## src/rtl/imm_gen_pipe.sv

```systemverilog
// Registered immediate generator at the decode->execute boundary.
// Decodes I/S/B/U/J/Z immediates plus pc-relative target into a 2-entry skid buffer.
module imm_gen_pipe #(
    parameter int XLEN = 32
) (
    input  logic            clk,
    input  logic            rst,
    input  logic            flush,
    input  logic            in_valid,
    output logic            in_ready,
    input  logic [31:0]     in_instr,
    input  logic [2:0]      in_imm_sel,
    input  logic [XLEN-1:0] in_pc,
    output logic            out_valid,
    input  logic            out_ready,
    output logic [XLEN-1:0] out_imm,
    output logic [XLEN-1:0] out_target,
    output logic [2:0]      out_sel,
    output logic            out_illegal
);

    typedef enum logic [1:0] {EMPTY, ONE, FULL} state_t;

    state_t state_q, state_d;
    logic   alive_q;
    logic   accept, drain;
    logic   load_main, load_skid, shift_skid;

    function automatic logic signed [XLEN-1:0] decode_imm(input logic [31:0] instr,
                                                          input logic [2:0]  sel);
        logic signed [31:0] v;
        case (sel)
            3'b000:  v = {{20{instr[31]}}, instr[31:20]};
            3'b001:  v = {instr[31:12], 12'b0};
            3'b010:  v = {{20{instr[31]}}, instr[31:25], instr[11:7]};
            3'b011:  v = {{19{instr[31]}}, instr[31], instr[7], instr[30:25], instr[11:8], 1'b0};
            3'b100:  v = {{11{instr[31]}}, instr[31], instr[19:12], instr[20], instr[30:21], 1'b0};
            3'b101:  v = {27'b0, instr[19:15]};
            default: v = '0;
        endcase
        return XLEN'(v);
    endfunction

    // Stage p0: combinational decode of the offered entry
    logic signed [XLEN-1:0] imm_p0;
    logic        [XLEN-1:0] tgt_p0;
    logic                   illegal_p0;
    logic                   unused_opcode;

    assign imm_p0        = decode_imm(in_instr, in_imm_sel);
    assign tgt_p0        = in_pc + $unsigned(imm_p0);
    assign illegal_p0    = in_imm_sel[2] & in_imm_sel[1];
    assign unused_opcode = ^in_instr[6:0];

    // alive_q keeps in_ready low through reset and for the first cycle after it
    assign in_ready  = alive_q && (state_q != FULL);
    assign out_valid = (state_q != EMPTY);
    assign accept    = in_valid & in_ready;
    assign drain     = out_valid & out_ready;

    always_comb begin
        state_d    = state_q;
        load_main  = 1'b0;
        load_skid  = 1'b0;
        shift_skid = 1'b0;
        case (state_q)
            EMPTY: begin
                if (accept) begin
                    state_d   = ONE;
                    load_main = 1'b1;
                end
            end
            ONE: begin
                if (accept && !drain) begin
                    state_d   = FULL;
                    load_skid = 1'b1;
                end else if (drain && !accept) begin
                    state_d = EMPTY;
                end else if (accept && drain) begin
                    load_main = 1'b1;
                end
            end
            FULL: begin
                if (drain) begin
                    state_d    = ONE;
                    shift_skid = 1'b1;
                end
            end
            default: state_d = EMPTY;
        endcase
        if (flush) begin
            state_d    = EMPTY;
            load_main  = 1'b0;
            load_skid  = 1'b0;
            shift_skid = 1'b0;
        end
    end

    always_ff @(posedge clk) begin
        if (rst) begin
            state_q <= EMPTY;
            alive_q <= 1'b0;
        end else begin
            state_q <= state_d;
            alive_q <= 1'b1;
        end
    end

    // Stage p1: main register drives the outputs, skid holds the overflow entry
    logic signed [XLEN-1:0] imm_p1,  skid_imm_p1;
    logic        [XLEN-1:0] tgt_p1,  skid_tgt_p1;
    logic        [2:0]      sel_p1,  skid_sel_p1;
    logic                   ill_p1,  skid_ill_p1;

    always_ff @(posedge clk) begin
        if (rst) begin
            imm_p1 <= '0;
            tgt_p1 <= '0;
            sel_p1 <= '0;
            ill_p1 <= 1'b0;
        end else if (load_main) begin
            imm_p1 <= imm_p0;
            tgt_p1 <= tgt_p0;
            sel_p1 <= in_imm_sel;
            ill_p1 <= illegal_p0;
        end else if (shift_skid) begin
            imm_p1 <= skid_imm_p1;
            tgt_p1 <= skid_tgt_p1;
            sel_p1 <= skid_sel_p1;
            ill_p1 <= skid_ill_p1;
        end
    end

    always_ff @(posedge clk) begin
        if (load_skid) begin
            skid_imm_p1 <= imm_p0;
            skid_tgt_p1 <= tgt_p0;
            skid_sel_p1 <= in_imm_sel;
            skid_ill_p1 <= illegal_p0;
        end
    end

    assign out_imm     = $unsigned(imm_p1);
    assign out_target  = tgt_p1;
    assign out_sel     = sel_p1;
    assign out_illegal = ill_p1;

endmodule

```

## config.mk

```make
export PLATFORM = sky130hd
export DESIGN_NAME = imm_gen_pipe
export DESIGN_NICKNAME = d
export VERILOG_FILES = /design/src/rtl/imm_gen_pipe.sv
export SDC_FILE = /design/constraint.sdc
export NUM_CORES = 1
export LEC_CHECK = 0
export BUFFER_PORTS_ARGS = -buffer_cell sky130_fd_sc_hd__buf_2
export CAP_MARGIN = 10
export CORE_UTILIZATION = 50
export CTS_CLUSTER_DIAMETER = 60
export CTS_CLUSTER_SIZE = 25
export DETAILED_ROUTE_END_ITERATION = 12
export GPL_TIMING_DRIVEN = 0
export HOLD_SLACK_MARGIN = 0.05
export PLACE_DENSITY = 0.73
export SKIP_LAST_GASP = 1
export SLEW_MARGIN = 20
export SYNTH_ARGS = -nofsm -noshare
export SYNTH_HDL_FRONTEND = slang
export SYNTH_SLANG_ARGS = --single-unit
export TNS_END_PERCENT = 50
```

## constraint.sdc

```tcl
create_clock -name clk -period 21.7 [get_ports clk]
set_input_delay 4.34 -clock clk [delete_from_list [all_inputs] [get_ports clk]]
set_output_delay 4.34 -clock clk [all_outputs]
set_load 0.005 [all_outputs]
```

==> After elaboration in Yosys (flattened, before gate mapping) <==
Index checks and enable logic that the tools add are counted.
{ "op_classes": {"add_sub_neg": 1, "n_eq_ne": 11, "n_mux": 27, "bitwise_logic": 3, "reduce_logical": 12} }
{ "op_table": {"columns": ["op", "count"], "rows": [
  ["32-bit case mux with 6 select lines", 1],
  ["32-bit two-way mux", 4],
  ["32-bit adder", 1],
  ["1-bit two-way mux", 14],
  ["2-bit two-way mux", 4],
  ["3-bit by 2-bit equality test with 1-bit output, second input constant", 2],
  ["3-bit equality test, second input constant", 2],
  ["3-bit two-way mux", 2],
  ["2-bit != test, second input constant", 3],
  ["2-bit case mux with 3 select lines", 1],
  ["1-bit logical AND", 4],
  ["2-bit nonzero test", 2],
  ["1-bit AND", 3],
  ["3-bit by 1-bit equality test with 1-bit output, second input constant", 1],
  ["3-bit logical NOT", 1],
  ["3-bit != test, second input constant", 1],
  ["3-bit AND reduction", 1],
  ["2-bit by 1-bit equality test with 1-bit output, second input constant", 1],
  ["2-bit equality test, second input constant", 1],
  ["1-bit logical NOT", 2],
  ["2-bit logical NOT", 1],
  ["1-bit case mux with 2 select lines", 1],
  ["2-bit OR reduction", 1]
]} }
{ "totals": {"regBits": 139, "elab_cells": 64} }

==> Longest topological paths before layout <==
Gate-level depths: netlist (run 1).
{ "logic_depth": {"ltp_word": 10, "mapped_depth": 15, "ltp_nobuf": 13} }

==> Least setup slack after synthesis (run 1) <==
Ideal clock, no wire load.
{ "synth_timing": {"path_kind": "in2reg", "from": "input port in_valid", "to": "register skid_ill_p1, enable pin", "setup_time_ps": 578, "arrival_time_ps": 9323, "required_ps": 21122, "setup_slack_ps": 11800, "cell_stages": 4, "path_buffers": 0, "path_cell_list": "and3_1 -> ha_1 -> nand2_1 -> nor3_1"} }
{ "synth_via": {"elab_chain_len": 5} }
{ "synth_lines": {"columns": ["item", "line_no", "rtl"], "rows": [
  ["from (decl)", "9", "input logic in_valid,"],
  ["1-bit AND", "58", "assign accept = in_valid & in_ready;"],
  ["1-bit logical AND", "74", "if (accept && !drain) begin"],
  ["1-bit two-way mux", "74", null],
  ["1-bit two-way mux", "66", "case (state_q)"],
  ["1-bit two-way mux", "91", "if (flush) begin"],
  ["named net load_skid", "27", "logic load_main, load_skid, shift_skid;"],
  ["to (signal assigned)", "139", "skid_ill_p1 <= illegal_p0;"],
  ["to (decl)", "113", "logic ill_p1, skid_ill_p1;"]
]} }
The timed path passes the listed nets, and every way through them passes these cells.
A chain may end at the register's enable or synchronous reset.

==> Final worst setup path (run 1) <==
{ "layout_timing": {"from": "input port in_imm_sel[0]", "to": "register tgt_p1[29], in the netlist out_target[29]"} }
{ "layout_via": {"elab_chain_len": 4} }
{ "layout_lines": {"columns": ["item", "line_no", "rtl"], "rows": [
  ["from (decl)", "12", "input logic [2:0] in_imm_sel,"],
  ["3-bit equality test, or another cell as far along", "32", "case (sel)"],
  ["32-bit case mux with 6 select lines (*)", "32", null],
  ["named net imm_p0[1]", "45", "logic signed [XLEN-1:0] imm_p0;"],
  ["32-bit adder (*)", "51", "assign tgt_p0 = in_pc + $unsigned(imm_p0);"],
  ["32-bit two-way mux (*)", "121", "end else if (load_main) begin"],
  ["to (signal assigned)", "123", "tgt_p1 <= tgt_p0;"],
  ["to (signal assigned)", "128", "tgt_p1 <= skid_tgt_p1;"],
  ["to (decl)", "111", "logic [XLEN-1:0] tgt_p1, skid_tgt_p1;"]
]} }
Mark *: on every way through the listed nets, which the timed path passes. The rest lies on a longest branch.

==> flow_summary.json, run 1 <==
{
  "wire_per_inst_microns": 18.9,
  "dp_slack_ns": 13.55,
  "use_met1_pct": 37.6,
  "drv_slew": 0,
  "antenna_found_initial": 0,
  "yosysWarnings": 0,
  "critical_path_class": "in2reg",
  "r2r-start": "state_q[1]$_SDFFE_PP0P_",
  "rows": 44,
  "synth.cell_area_sq_um": 7390,
  "vias": 6450,
  "cts_setup_buffers": 0,
  "hpwlAfterDp_microns": 15800,
  "p_total_uw": 692,
  "hold_class": "reg2reg",
  "netlist_instances": 742,
  "insertion_delay_ns": 0.43,
  "grt_use_total_pct": 28.2,
  "grt_pass1_vias": 5855,
  "leakage_nw": 3.69,
  "cts_tree": "built",
  "outcome": "finished clean",
  "hold_viol_final": 0,
  "p_per_area_nw_per_um2": 77.5,
  "grt_pass1_wl_microns": 31400,
  "hp-start": "out_imm[1]$_SDFFE_PP0P_",
  "cap_violations": 0,
  "rrSetupSlack_ns": 18.55,
  "tightest_slew_ns": 0.848,
  "clockRootBuffer": "clkbuf_16",
  "synth-edff-count": 68,
  "area_growth_pct": 21.0,
  "finalSetupViolCount": 0,
  "multi_input_area_sq_um": 3670,
  "die_area_sq_um": 15300,
  "path_clk_slew_ns": 0.06,
  "cp.required_ns": 22.03,
  "coreArea_sq_um": 14500,
  "htree_levels": 4,
  "fin_crit_ns": 7.78,
  "grt.busiest_layer": "met2",
  "use_met3_pct": 6.41,
  "cts_hold_buf": 0,
  "place_inst": 1067,
  "async_reset_ff_share_pct": 0,
  "tns_ns": 0,
  "r2r-end": "out_target[20]$_SDFFE_PP0P_",
  "fp.dieH_microns": 124,
  "worstPathArrival_ns": 8.11,
  "grt_max_degree": 17,
  "drive_gt1_share_pct": 23.2,
  "crit_end": "out_target[29]$_SDFFE_PP0P_",
  "via_per_inst": 5.87,
  "final_cells": 1099,
  "io_pins": 142,
  "num_antenna_cells": 0,
  "cts_repair_resize_count": 0,
  "synth-seq-cells": 139,
  "yosysMostFrequentCell": "nand2_1",
  "cts_buffers": 17,
  "gp_congestion": 0.977,
  "peakVddDrop_mv": 0.0551,
  "n_fill_cell": 1290,
  "synth_top_area_cell": "edfxtp_1",
  "fin_nets": 1008,
  "drt_first_pass_iters": 5,
  "ys_types": 68,
  "end_kind": "register",
  "setup_ws_ns": 13.92,
  "reg2reg_depth": 10,
  "synth_nets": 848,
  "regArea_sq_um": 3460,
  "yosysSeqAreaShare_pct": 46.9,
  "routed_wl_microns": 20800,
  "numPortBuffers": 133,
  "synth_area_leaders": "edfxtp_1 (28%), dfxtp_1 (19%), ha_1 (5.6%)",
  "syn_area_per_cell_sq_um": 9.96,
  "ant_nets": 0,
  "grt-ovfl-total": 0,
  "initial_utilization_pct": 51.0,
  "post-route-util_pct": 61.7,
  "first_iter_violations": 598,
  "die_w_microns": 124,
  "worst-path-max-fanout": 10,
  "cp-startpoint": "in_imm_sel[0]",
  "worst_slew_margin_rel_pct": 43.5,
  "gr-usage-met2_pct": 43.7,
  "rsz0062_at_grt": "no",
  "drc": 0,
  "synth.cells.most_frequent": "nand2_1 (98), dfxtp_1 (71), edfxtp_1 (68), a21oi_1 (65), nor2_1 (41)",
  "clock_skew_ns": 0.00927,
  "startpoint_type": "input pin",
  "clk_path_buf_depth": 2,
  "synth_top_area_share_pct": 27.6,
  "fmax_ghz": 0.129,
  "fin_crit_sh_pct": 35.8,
  "cts.sinks": 139,
  "synthFlopType": "dfxtp_1"
}
power by group:
group / switching (mW) / internal (mW) / leakage, nW / total, mW
logic: 0.0769 / 0.0472 / 2.21 / 0.124
clock network: 0.110 / 0.169 / 0.286 / 0.280
registers: 0.00306 / 0.286 / 1.20 / 0.289
total: 0.190 / 0.502 / 3.69 / 0.692
metal layers:
metal  share of wire [%]  wire, microns
met1                  43           9040
met2                  46           9590
met3                 7.5           1560
met4                 2.9            613
met5                   0              0
registers in the layout, indices dropped and copies added, names as in the netlist:
signal and flops:
out_imm 32, out_target 32, skid_imm_p1 32, skid_tgt_p1 32, out_sel 3, skid_sel_p1 3
state_q 2, alive_q 1, out_illegal 1, skid_ill_p1 1
layout make-up:
| type | count | share of cell area [%] |
|---|---|---|
| Buffer | 50 | 2.37 |
| Multi-Input combinational cell | 539 | 41.1 |
| Clock inverter | 10 | 1.04 |
| Tap cell | 184 | 2.58 |
| Timing Repair Buffer | 141 | 8.20 |
| Inverter | 14 | 0.588 |
| Sequential cell | 139 | 38.8 |
| Clock buffer | 22 | 5.42 |
layout by cell type (no fill, tap or decap), drive strengths merged, types with 3 or more instances in the layout:
cell type / n
buf: 167
nand2: 98
dfxtp: 71
edfxtp: 68
a21oi: 66
clkbuf: 46
nor2: 41
ha: 33
a21o: 26
mux2i: 26
a22oi: 23
a31oi: 22
o21ai: 21
xnor2: 19
o21a: 19
a211oi: 15
inv: 14
and2: 14
nor3: 12
xor2: 10
nand4: 9
nor2b: 8
clkinv: 8
o211ai: 7
a21boi: 7
nand3: 6
a222oi: 6
o21bai: 5
a211o: 4
nor3b: 4
o211a: 3
a2111oi: 3
worst max-delay path: stages:
cell and delay, ns:
buf_2 0.09, clkbuf_1 0.35, buf_1 0.38, a31oi_1 0.19, o21ai_0 0.52, ha_1 0.36, a211oi_1 0.40, nor3b_2 0.12
o21ai_2 0.25, a21oi_2 0.12, a41oi_4 0.34, mux2_4 0.35, a2111oi_4 0.30
through the flow:
step | hold WS (ns) | instance area, sq um
global route | 0.473 | 8940
finish | 0.450 | 8940
CTS | 0.453 | 8940
detailed placement | 0.445 | 8360
floorplan | 0.453 | 7390
global placement | 0.441 | 8280
how the worst min path moves through the flow:
stage | endpoint | cells past startpoint
after floorplan | out_illegal$_SDFFE_PP0P_ | 2
after global placement | out_imm[2]$_SDFFE_PP0P_ | 2
after detailed placement | out_imm[18]$_SDFFE_PP0P_ | 2
after CTS | out_imm[18]$_SDFFE_PP0P_ | 2
after global routing | out_imm[14]$_SDFFE_PP0P_ | 2
final | out_imm[1]$_SDFFE_PP0P_ | 2
kinds of logic after synthesis:
logic type	Yosys count	share of synthesized area (%)
mux	28	3.88
simple gates	202	12.5
buf+inv	64	3.57
xor+xnor	29	3.44
fa+ha+maj	34	5.86
compound gates	246	23.8
flops	139	46.9
Power figures use the tool's default switching activity.
==> run 2: changes to the inputs <==
--- a/config.mk
+++ b/config.mk
@@ -5,6 +5,7 @@
 export SDC_FILE = /design/constraint.sdc
 export NUM_CORES = 1
 export LEC_CHECK = 0
+export ABC_AREA = 1
 export BUFFER_PORTS_ARGS = -buffer_cell sky130_fd_sc_hd__buf_2
 export CAP_MARGIN = 10
 export CORE_UTILIZATION = 50
@@ -13,7 +14,7 @@
 export DETAILED_ROUTE_END_ITERATION = 12
 export GPL_TIMING_DRIVEN = 0
 export HOLD_SLACK_MARGIN = 0.05
-export PLACE_DENSITY = 0.73
+export PLACE_DENSITY = 0.75
 export SKIP_LAST_GASP = 1
 export SLEW_MARGIN = 20
 export SYNTH_ARGS = -nofsm -noshare
==> constraint.sdc (replaced) <==
create_clock -name clk -period 6.2 [get_ports clk]
set_input_delay 1.24 -clock clk [delete_from_list [all_inputs] [get_ports clk]]
set_output_delay 1.24 -clock clk [all_outputs]
set_load 0.005 [all_outputs]
==> flow_summary.json, run 2 <==
{
  "wl_met2_microns": 11000,
  "worst_slew_margin_rel_pct": 60.0,
  "r2r-start": "state_q[0]$_SDFFE_PP0P_",
  "synth_top_area_cell": "edfxtp_1",
  "cap_violations": 0,
  "switching_share_pct": 30.9,
  "fmax_ghz": 0.259,
  "via_per_inst": 5.21,
  "synth.cell_area_sq_um": 8040,
  "critPathTopFamily": "simple AND/OR/NAND/NOR gates",
  "synth_nets": 1204,
  "p_sw_uw": 776,
  "clock_skew_ns": 0.00983,
  "path_clk_slew_ns": 0.06,
  "rows": 45,
  "drive_gt1_share_pct": 16.3,
  "wire_per_inst_microns": 16.4,
  "cts_buffers": 17,
  "grt_use_total_pct": 30.0,
  "path_buf_inv": 5,
  "cpMaxStageDelayCell": "fa_1",
  "power_frac_comb_pct": 19.5,
  "pwr-share-clk_pct": 40.1,
  "fin_crit_sh_pct": 62.2,
  "clk_path_buf_depth": 2,
  "r2r-end": "skid_tgt_p1[14]$_DFFE_PP_",
  "worst-path-max-fanout": 5,
  "yosysMostFrequentCell": "nand2_1",
  "peakVddDrop_mv": 0.184,
  "synth-seq-cells": 139,
  "grt_pass1_wl_microns": 36500,
  "first_iter_violations": 749,
  "netlist_instances": 1098,
  "routed_wl_microns": 24200,
  "num_antenna_cells": 0,
  "hold_depth": 2,
  "synth_area_leaders": "edfxtp_1 (25%), nand2_1 (18%), dfxtp_1 (18%)",
  "coreArea_sq_um": 15400,
  "clockRootBuffer": "clkbuf_16",
  "htree_levels": 4,
  "ys_types": 38,
  "antenna_found_initial": 0,
  "critical_path_class": "in2reg",
  "cp.required_ns": 6.38,
  "hpwlAfterDp_microns": 18700,
  "cts_repair_resize_count": 0,
  "end_kind": "register",
  "worstPathArrival_ns": 4.04,
  "met1Wirelength_microns": 10600,
  "drv_slew": 0,
  "hold_class": "reg2reg",
  "initial_utilization_pct": 52.1,
  "yosysSeqAreaShare_pct": 43.1,
  "design_area_sq_um": 9600,
  "synth_top_area_share_pct": 25.4,
  "p_int_mw": 1.74,
  "synth.cells.most_frequent": "nand2_1 (391), inv_1 (167), dfxtp_1 (71), edfxtp_1 (68), o21ai_0 (57)",
  "dp_slack_ns": 1.98,
  "rrSetupSlack_ns": 3.83,
  "yosysWarnings": 0,
  "grt_max_degree": 29,
  "setup_ws_ns": 2.34,
  "hold_viol_final": 0,
  "synth-edff-count": 68,
  "max_stage_delay_ns": 0.40,
  "drt_first_pass_iters": 5,
  "tightest_slew_ns": 0.598,
  "area_growth_pct": 19.3,
  "fin_crit_ns": 3.86,
  "cts_hold_buf": 0,
  "vias": 7687,
  "hp-start": "out_imm[10]$_SDFFE_PP0P_",
  "crit_top_cell": "nand3_1",
  "rsz0062_at_grt": "no",
  "cts.sinks": 139,
  "final_common_cell": "nand2_1",
  "die_w_microns": 129,
  "drc": 0,
  "dpl_cell_area_sq_um": 9020,
  "async_reset_ff_share_pct": 0,
  "die_area_sq_um": 16600,
  "top_layer": "met4",
  "startpoint_type": "input pin",
  "met3_length_microns": 1820,
  "leakage_nw": 4.97,
  "numPortBuffers": 133,
  "cts_setup_buffers": 0,
  "synthFlopType": "dfxtp_1",
  "cts_tree": "built",
  "fp.dieH_microns": 129,
  "syn_area_per_cell_sq_um": 7.32,
  "n_fill_cell": 1507,
  "hold-path-endpoint": "out_imm[10]$_SDFFE_PP0P_",
  "grt-ovfl-total": 0,
  "path_cells": "buf_2 > inv_2 > nor2_2 > inv_1 > nor2_2 > nand2_1 > nand3_1 > ha_1 > inv_1 > fa_1 > inv_1 > nand3_1 > nand3_1 > nand3_1 > nand3_1 > nand2_1 > nand2_1 > nand2_1 > and2_1",
  "ant_nets": 0,
  "outcome": "finished clean",
  "finalSetupViolCount": 0,
  "io_pins": 142,
  "gp_congestion": 0.951,
  "reg2reg_depth": 6,
  "insertion_delay_ns": 0.44,
  "fin_nets": 1358,
  "layout_common_cells": "nand2_1 (391), inv_1 (167), buf_2 (140)",
  "grt_pass1_vias": 6895,
  "p_seq_share_pct": 40.4,
  "p_per_area_nw_per_um2": 262
}
-- run 2: changes by cell type in the layout (fill, tap and decap cells not counted), sizes merged, moves of 21 or more --
| cell | before | now |
|---|---|---|
| nand3 | 6 | 55 |
| nand2 | 98 | 394 |
| o21ai | 21 | 64 |
| mux2i | 26 | 0 |
| inv | 14 | 182 |
| a21o | 26 | 1 |
| nor2 | 41 | 62 |
-- run 2: final cells by class --
| cell class | instances | area, sq um | area share, % |
|---|---|---|---|
| plain buffers | 32 | 204 | 2.13 |
| clock buffers | 17 | 425 | 4.43 |
| repair buffers | 135 | 706 | 7.35 |
| inverters | 174 | 656 | 6.83 |
| clock inverters | 15 | 151 | 1.58 |
| multi-input cells | 753 | 3730 | 38.8 |
| flip-flops and latches | 139 | 3460 | 36.1 |
| well taps | 211 | 264 | 2.75 |
-- run 2: power by group through the flow --
stage	registers [mW]	clock network (mW)	logic, mW
floorplan	1.04	0	0.314
global placement	1.03	0	0.474
finish	1.01	1.01	0.491
global route	1.02	1.05	0.543
detailed placement	1.03	0	0.480
CTS	1.01	1.01	0.484
-- run 2: worst max path at each step --
stage          slack [ns]                        end     startpoint  cells after the start
5_1_grt              2.15  skid_tgt_p1[28]$_DFFE_PP_  in_imm_sel[0]                     19
2_1_floorplan        1.05      skid_ill_p1$_DFFE_PP_       in_valid                      4
3_3_place_gp        -0.44  skid_tgt_p1[16]$_DFFE_PP_       in_valid                      5
3_5_place_dp         1.98  skid_tgt_p1[28]$_DFFE_PP_  in_imm_sel[0]                     19
4_1_cts              2.42  skid_tgt_p1[28]$_DFFE_PP_  in_imm_sel[0]                     19
6_report             2.34  skid_tgt_p1[28]$_DFFE_PP_  in_imm_sel[0]                     19
-- run 2: worst reg2reg max path: stages, from the launching register on --
cell and delay (ns):
dfxtp_1 0.45, nor2_4 0.09, nor3b_1 0.37, ha_1 0.22
nand3_1 0.14, nor2_4 0.50, buf_12 0.28
-- run 2: logic make-up after synthesis --
group / count (synthesis) / synth area share [%]
xor+xnor: 16 / 1.74
fa+ha+maj: 34 / 5.38
simple gates: 538 / 27.5
buf+inv: 206 / 10.7
flops: 139 / 43.1
compound gates: 165 / 11.6
-- run 2: stage by stage --
step | total power, mW | utilization, % | instances | hold slack (ns) | setup TNS (ns)
after detailed placement | 1.51 | 58.5 | 1444 | 0.467 | 0
after global routing | 2.62 | 62.2 | 1476 | 0.497 | 0
after floorplan | 1.35 | - | 1098 | 0.470 | 0
after global placement | 1.51 | 58.2 | 1442 | 0.465 | -29.28
after CTS | 2.51 | 62.2 | 1476 | 0.477 | 0
final | 2.51 | 62.2 | 1476 | 0.479 | 0
-- run 2: layer usage --
metal,track usage [%],up-vias
li1,-,3821
met1,39.1,3516
met2,48.4,303
met3,6.40,47
met4,12.7,0
met5,0,-
